<file path="src/rtl/alu_serial_ctrl.sv">
// Bit-serial ADD/SUB/XOR/SLT sequencer over one 1-bit slice, LSB first, carry held in a flop.
// Latency: legal op -> out_valid WIDTH+1 edges after acceptance; illegal op -> next edge.
// Backpressure: in_ready only in IDLE (no queueing); the result is held in DONE until out_ready.
module alu_serial_ctrl #(
    parameter int WIDTH = 32
) (
    input  logic             clk,
    input  logic             rst_n,
    input  logic             in_valid,
    output logic             in_ready,
    input  logic [2:0]       in_op,
    input  logic [WIDTH-1:0] in_a,
    input  logic [WIDTH-1:0] in_b,
    output logic             out_valid,
    input  logic             out_ready,
    output logic [WIDTH-1:0] out_result,
    output logic             out_cout,
    output logic             out_ovf,
    output logic             out_zero,
    output logic             out_err,
    output logic             busy
);

    localparam int CW = (WIDTH > 2) ? $clog2(WIDTH) : 1;

    localparam logic [2:0] OP_XOR = 3'b010;
    localparam logic [2:0] OP_SLT = 3'b011;

    typedef enum logic [1:0] {
        IDLE = 2'd0,
        RUN  = 2'd1,
        FIN  = 2'd2,
        DONE = 2'd3
    } state_t;

    state_t           state;
    state_t           state_nxt;

    logic [2:0]       op_q;
    logic [WIDTH-1:0] a_q;
    logic [WIDTH-1:0] b_q;
    logic [CW-1:0]    cnt;
    logic             carry;
    logic             cmsb;

    logic             accept;
    logic             op_legal;
    logic             last_bit;

    logic             bit_a;
    logic             bit_bin;
    logic             bit_sum;
    logic             bit_carry;
    logic             bit_res;

    logic             fin_cout;
    logic             fin_ovf;
    logic [WIDTH-1:0] fin_result;

    assign in_ready  = rst_n && (state == IDLE);
    assign out_valid = (state == DONE);
    assign busy      = (state == RUN) || (state == FIN);

    assign accept    = in_valid && in_ready;
    // Codes 000..011 are the only defined operations.
    assign op_legal  = (in_op[2] == 1'b0);
    assign last_bit  = (cnt == CW'(WIDTH - 1));

    // One bit slice: operand B optionally inverted, full adder, xor path.
    always_comb begin
        bit_a     = a_q[0];
        bit_bin   = b_q[0] ^ op_q[0];
        bit_sum   = bit_a ^ bit_bin ^ carry;
        bit_carry = (bit_a & bit_bin) | (bit_a & carry) | (bit_bin & carry);
        bit_res   = (op_q == OP_XOR) ? (a_q[0] ^ b_q[0]) : bit_sum;
    end

    // Final flags and SLT result from the carry chain; XOR reports no carry or overflow.
    always_comb begin
        fin_cout   = 1'b0;
        fin_ovf    = 1'b0;
        fin_result = out_result;
        if (op_q != OP_XOR) begin
            fin_cout = carry;
            fin_ovf  = cmsb ^ carry;
        end
        if (op_q == OP_SLT) begin
            fin_result = {{(WIDTH-1){1'b0}}, out_result[WIDTH-1] ^ fin_ovf};
        end
    end

    // State register.
    always_ff @(posedge clk) begin
        if (!rst_n) begin
            state <= IDLE;
        end else begin
            state <= state_nxt;
        end
    end

    // Next-state sequencing: illegal ops skip the datapath entirely.
    always_comb begin
        state_nxt = state;
        case (state)
            IDLE: begin
                if (accept) begin
                    state_nxt = op_legal ? RUN : DONE;
                end
            end
            RUN: begin
                if (last_bit) begin
                    state_nxt = FIN;
                end
            end
            FIN:  state_nxt = DONE;
            DONE: begin
                if (out_ready) begin
                    state_nxt = IDLE;
                end
            end
            default: state_nxt = IDLE;
        endcase
    end

    // Datapath: latch operands, shift one bit per RUN cycle, finalise flags in FIN.
    always_ff @(posedge clk) begin
        if (!rst_n) begin
            op_q       <= '0;
            a_q        <= '0;
            b_q        <= '0;
            cnt        <= '0;
            carry      <= 1'b0;
            cmsb       <= 1'b0;
            out_result <= '0;
            out_cout   <= 1'b0;
            out_ovf    <= 1'b0;
            out_zero   <= 1'b0;
            out_err    <= 1'b0;
        end else begin
            case (state)
                IDLE: begin
                    if (accept) begin
                        op_q  <= in_op;
                        a_q   <= in_a;
                        b_q   <= in_b;
                        cnt   <= '0;
                        carry <= in_op[0];
                        if (!op_legal) begin
                            out_result <= '0;
                            out_cout   <= 1'b0;
                            out_ovf    <= 1'b0;
                            out_zero   <= 1'b1;
                            out_err    <= 1'b1;
                        end
                    end
                end
                RUN: begin
                    a_q        <= a_q >> 1;
                    b_q        <= b_q >> 1;
                    carry      <= bit_carry;
                    out_result <= {bit_res, out_result[WIDTH-1:1]};
                    if (last_bit) begin
                        cmsb <= carry;
                        cnt  <= '0;
                    end else begin
                        cnt  <= cnt + CW'(1);
                    end
                end
                FIN: begin
                    out_result <= fin_result;
                    out_cout   <= fin_cout;
                    out_ovf    <= fin_ovf;
                    out_zero   <= (fin_result == '0);
                    out_err    <= 1'b0;
                end
                default: begin
                end
            endcase
        end
    end

endmodule
</file>
<file path="config.mk">
export PLATFORM = sky130hd
export DESIGN_NAME = alu_serial_ctrl
export DESIGN_NICKNAME = d
export VERILOG_FILES = /design/src/rtl/alu_serial_ctrl.sv
export SDC_FILE = /design/constraint.sdc
export NUM_CORES = 1
export LEC_CHECK = 0
export BUFFER_PORTS_ARGS = -buffer_cell sky130_fd_sc_hd__buf_2
export CORE_UTILIZATION = 40
export CTS_BUF_LIST = sky130_fd_sc_hd__clkbuf_16
export DETAILED_ROUTE_END_ITERATION = 10
export SLEW_MARGIN = 20
export SYNTH_ARGS = -nofsm -noshare
export SYNTH_HDL_FRONTEND = slang
export SYNTH_SLANG_ARGS = --single-unit
</file>
<file path="constraint.sdc">
create_clock -name clk -period 5.1 [get_ports clk]
set_input_delay 0.255 -clock clk [delete_from_list [all_inputs] [get_ports clk]]
set_output_delay 0.255 -clock clk [all_outputs]
set_load 0.02 [all_outputs]
</file>
# == Yosys cells after proc, flatten, opt, wreduce, memory -nomap -nowiden ==
# Index checks and enable logic that the tools add are counted.
# totals
register_bits,112
in_bits,71
output_inout_bits,39
elab_cells,78
# op_classes
add_sub_neg,1
n_eq_ne,11
n_mux,29
bitwise,11
reduce_logical,14
# op_table
operator,n
2-to-1 mux 32 bit,5
case mux 32 bit (2 select lines),2
case mux 32 bit (3 select lines),1
logical NOT 32 bit,1
2-to-1 mux 5 bit,2
case mux 1 bit (2 select lines),5
case mux 5 bit (2 select lines),1
AND reduction 3 bit,3
2-to-1 mux 1 bit,8
2-to-1 mux 2 bit,4
case mux 2 bit (4 select lines),1
== test 3 x 2 -> 1 bit (second input constant),2
!= test 2 bit (second input constant),3
AND reduction 2 bit,3
XOR 1 bit,6
adder 5 x 1 -> 5 bit (second input constant),1
== test 5 bit (second input constant),1
== test 2 bit (second input constant),2
nonzero test 2 bit,2
bitwise AND 1 bit,3
!= test 3 x 2 -> 1 bit (second input constant),1
nonzero test 3 bit,1
== test 2 x 1 -> 1 bit (second input constant),1
logical AND 1 bit,2
4 further kinds,5

# == Longest topological paths before layout ==
# logic_depth
depth_word,6
mapped_depth,9
mapped_depth_nobuf,7

# == Worst setup path after synthesis ==
# Ideal clock, no wire load.
# synth_timing
path_kind,register to register
startpoint,register state[0]
endpoint,register out_result[1]
setup_ns,0.136
t_arrival_ns,1.703
required_time_ns,4.964
path_slack_ns,3.261
path_stages_with_launch,8
path_buffers,1
cell_sequence,dfxtp_1 -> inv_1 -> ha_1 -> and2_1 -> a221o_1 -> buf_2 -> a22oi_1 -> nor2_1
# synth_between
elab_chain_cells,5
word_cells_on_any_way,10
cone_classes,4 x eq/ne; 1 x mux; 5 x reduce/logical
# synth_rtl
item,line_no,rtl
from (decl),36,state_t state;
from (signal assigned),97,state <= state_nxt;
logical NOT 2 bit,"60, 140",
logical AND 1 bit,60,assign in_ready = rst_n && (state == IDLE);
logical AND 1 bit,64,assign accept = in_valid && in_ready;
!= test 2 bit (no line),--,
AND reduction 3 bit (no line),--,
to (signal assigned),161,"out_result <= {bit_res, out_result[WIDTH-1:1]};"
to (signal assigned),170,out_result <= fin_result;
to (decl),16,"output logic [WIDTH-1:0] out_result,"
# Several ways; a longest one is shown, not always the timed one.
# A chain may end at the register's enable or synchronous reset.

# == Worst setup path in the final report ==
# layout_timing
startpoint,register state[0]
endpoint,register b_q[6]
# layout_between
elab_chain_cells,5
word_cells_on_any_way,8
cone_classes,2 x eq/ne; 1 x mux; 5 x reduce/logical
# layout_rtl
item,line_no,rtl
logical NOT 2 bit,"60, 140",
logical AND 1 bit,60,
logical AND 1 bit,64,
!= test 2 bit (no line),--,
AND reduction 2 bit (no line),--,
to (signal assigned),145,b_q <= in_b;
to (signal assigned),159,b_q <= b_q >> 1;
to (decl),41,logic [WIDTH-1:0] b_q;
# Several ways; a longest one is shown, not always the timed one.

==> results.tsv <==
stage	metric	value	unit
logic_synthesis	synth_top_area_frac	0.442	
setup_path	rrSetupSlack	2020	ps
final_layout	seq_area	2240	um2
logic_synthesis	yosysSeqAreaShare	0.442	
clocking	cts_resized	0	
global_route	met1_usage	0.207	
final_layout	utilization	0.493	
clocking	clk_path_buf_depth	2	
die	fp.dieH	115	um
sta	tns	0	ps
logic_synthesis	synth_area_leaders	dfxtp_1, mux2i_1, a211oi_2	
route	drt_iter0_markers	231	
logic_synthesis	yosys_register_bits	112	
route	drc	0	
setup_path	worstPathMaxFanout	86	
global_route	grt_pass1_vias	3843	
global_route	grt_pass1_wl	17700	um
logic_synthesis	synthDistinctLibCells	43	
sta	worst_clock_skew	7.26	ps
sta	finalSetupViolations	0	
clocking	numCtsBuffers	9	
hold_path	hp-class	input port to register	
route	viasPerCell	5.23	
final_layout	diodes	0	
global_route	grt_max_degree	87	
sta	slew_headroom	0.306	
setup_path	path_class	register to register	
global_route	overflow	0	
final_layout	fillCellCount	1173	
hold_path	whs_path_depth	3	
hold_path	hold_end	b_q[31]	
route	wl	10800	um
setup_path	r2r_end	b_q[6]	
global_route	met2_usage	0.293	
global_route	grtUsageTotal	0.170	
sta	fin_ws	2020	ps
final_layout	multi_input_area	2610	um2
logic_synthesis	synth_top_area_cell	dfxtp_1	
logic_synthesis	synth_nets	587	
clocking	cts-root-buf	clkbuf_16	
setup_path	endpoint_kind	register	
outcome	status	complete, no violations	
setup_path	worstPathRequired	5350	ps
placement	globalplace.congestion	0.707	
sta	holdWs	161	ps
clocking	cts-hold-fix-buffers	0	
die	fp.dieW	115	um
die	start_util	0.417	
route	drt_pass1_iterations	4	
logic_synthesis	syn-cell-area	5070	um2
clocking	clock-sinks	112	
route	avgRoutedWirePerCell	14.1	um
sta	fin_crit_sh	0.603	
pwr	comb_power_share	0.350	
placement	place_ws	2070	ps
die	num_rows	40	
final_layout	syn_to_final_growth	18.2	%
setup_path	worstRegToRegCells	7	
pwr	p_int	1.95	mW
route	ant_nets	0	
final_layout	drive_above_1_share	0.280	
clocking	insertion_delay	340	ps
sta	slew_violations	0	
pwr	p_sw	1.05	mW
pwr	power_leakage	2.62	nW
logic_synthesis	yosys_warnings	0	
route	vias	4003	
die	core-area	12200	um2
pwr	pwr-share-clk	0.250	
logic_synthesis	syn_area_per_cell	9.96	um2
sta	rsz0062_at_grt	no	
setup_path	cp_data_arrival_time	3330	ps
global_route	grt_most_used_layer	met2	
setup_path	cp-start-kind	register	
clocking	cts_tree	done	
clocking	cts.htree.levels	3	
sta	fmax	0.325	GHz
pwr	p_per_area	501	nW/um2
final_layout	mostFrequentLayoutCell	dfxtp_1	
pwr	p_seq_frac	0.401	
global_route	antenna_found_initial	1	
sta	worst_slew_pin_slew	1040	ps
logic_synthesis	synthCells	509	
die	dieArea	13100	um2
logic_synthesis	synth-main-ff-cell	dfxtp_1	
final_layout	layout_common_cells	dfxtp_1, buf_2, nor2_1	
final_layout	nets	670	
clocking	clkSlewWorstSetupHoldPaths	70	ps
clocking	postCtsSetupBuffers	0	
hold_path	worstHoldStart	in_b[31]	
setup_path	r2r_start	state[0]	
logic_synthesis	synthArstFlopShare	0	
pwr	ir_worst_vdd	242	uV
placement	portBuffers	109	
sta	finalHoldViolCount	0	
logic_synthesis	synth_edf_count	0	
flow_run	max_cap_violations	0	
global_route	met3_usage	0.0455	
sta	period_minus_slack	3080	ps
die	io_pins	110	
placement	hpwlAfterDp	7270	um
pwr	switching_share	0.350	
## area by class of cell
| class | instances | share of cell area |
|---|---|---|
| multi-input cells | 350 | 0.435 |
| flip-flops and latches | 112 | 0.374 |
| repair buffers | 114 | 0.0994 |
| clock buffers | 9 | 0.0376 |
| well taps | 168 | 0.0351 |
| clock inverters | 7 | 0.0159 |
| inverters | 5 | 0.00313 |
## metal layers
metal / vias to the layer above / wire (um) / part of all wire
met1: 1888 / 4940 / 0.46
li1: 2011 / - / -
met3: 11 / 582 / 0.054
met5: - / 14 / 0.0013
met2: 91 / 5140 / 0.48
met4: 2 / 121 / 0.011
## critical path, cell delays in order, from the launching register on
cell and delay, ps:
dfxtp_1 360, inv_1 100, ha_1 560, and3_1 300, or2_4 810, buf_4 520
nor2_1 70, a211oi_1 230
## Yosys cell counts, types with 4 or more instances
library cell  count
clkbuf_1         18
ha_1              6
inv_1             5
buf_6             5
a21oi_1           5
o21ai_0           5
nand2_1          34
xor2_1            4
mux2i_1          66
nor2_1           77
o211a_1          24
buf_2            18
dfxtp_1         112
nor4_1            8
a211oi_1         12
nor2b_1           8
nand3_1           5
a211oi_2         31
a22oi_1          34
## cells by family (layout without fill, tap and decap cells)
logic type / Yosys count / count (layout) / share of synthesized area
AND/OR/NAND/NOR: 146 / 146 / 0.126
AO/OA/AOI/OAI: 124 / 124 / 0.223
flip-flops: 112 / 112 / 0.442
multiplexers: 67 / 67 / 0.132
buffers and inverters: 47 / 135 / 0.0474
adder cells (fa/ha/maj): 7 / 7 / 0.0188
XOR/XNOR: 6 / 6 / 0.0104
## power groups by stage
stage | Combinational [mW] | Clock [mW] | Sequential (mW)
finish | 1.05 | 0.749 | 1.20
global route | 1.17 | 0.807 | 1.23
CTS | 1.05 | 0.770 | 1.20
detailed placement | 1.05 | 0 | 1.22
global placement | 1.02 | 0 | 1.21
floorplan | 0.906 | 0 | 1.20
## registers in the layout (all words and copies together), names as in the netlist
register    cells
cmsb            1
out_result     32
b_q            32
out_cout        1
a_q            32
op_q            3
state           2
out_zero        1
cnt             5
out_err         1
carry           1
out_ovf         1
## stage by stage
stage               cells  power, mW  area, um2
floorplan             509       2.11       5070
global placement      748       2.23       5650
detailed placement    748       2.28       5650
CTS                   764       3.03       5970
global route          765       3.21       5990
finish                765       3.00       5990
## how the worst max path moves through the flow
stage	start	end	slack [ps]	cells past startpoint
2_1_floorplan	state[0]	out_result[1]	3260	7
6_report	state[0]	b_q[6]	2020	7
4_1_cts	state[0]	b_q[6]	2040	7
5_1_grt	state[1]	b_q[6]	1720	7
3_5_place_dp	state[0]	b_q[7]	2070	7
3_3_place_gp	state[1]	a_q[5]	2190	7
(Power assumes the default switching activity.)
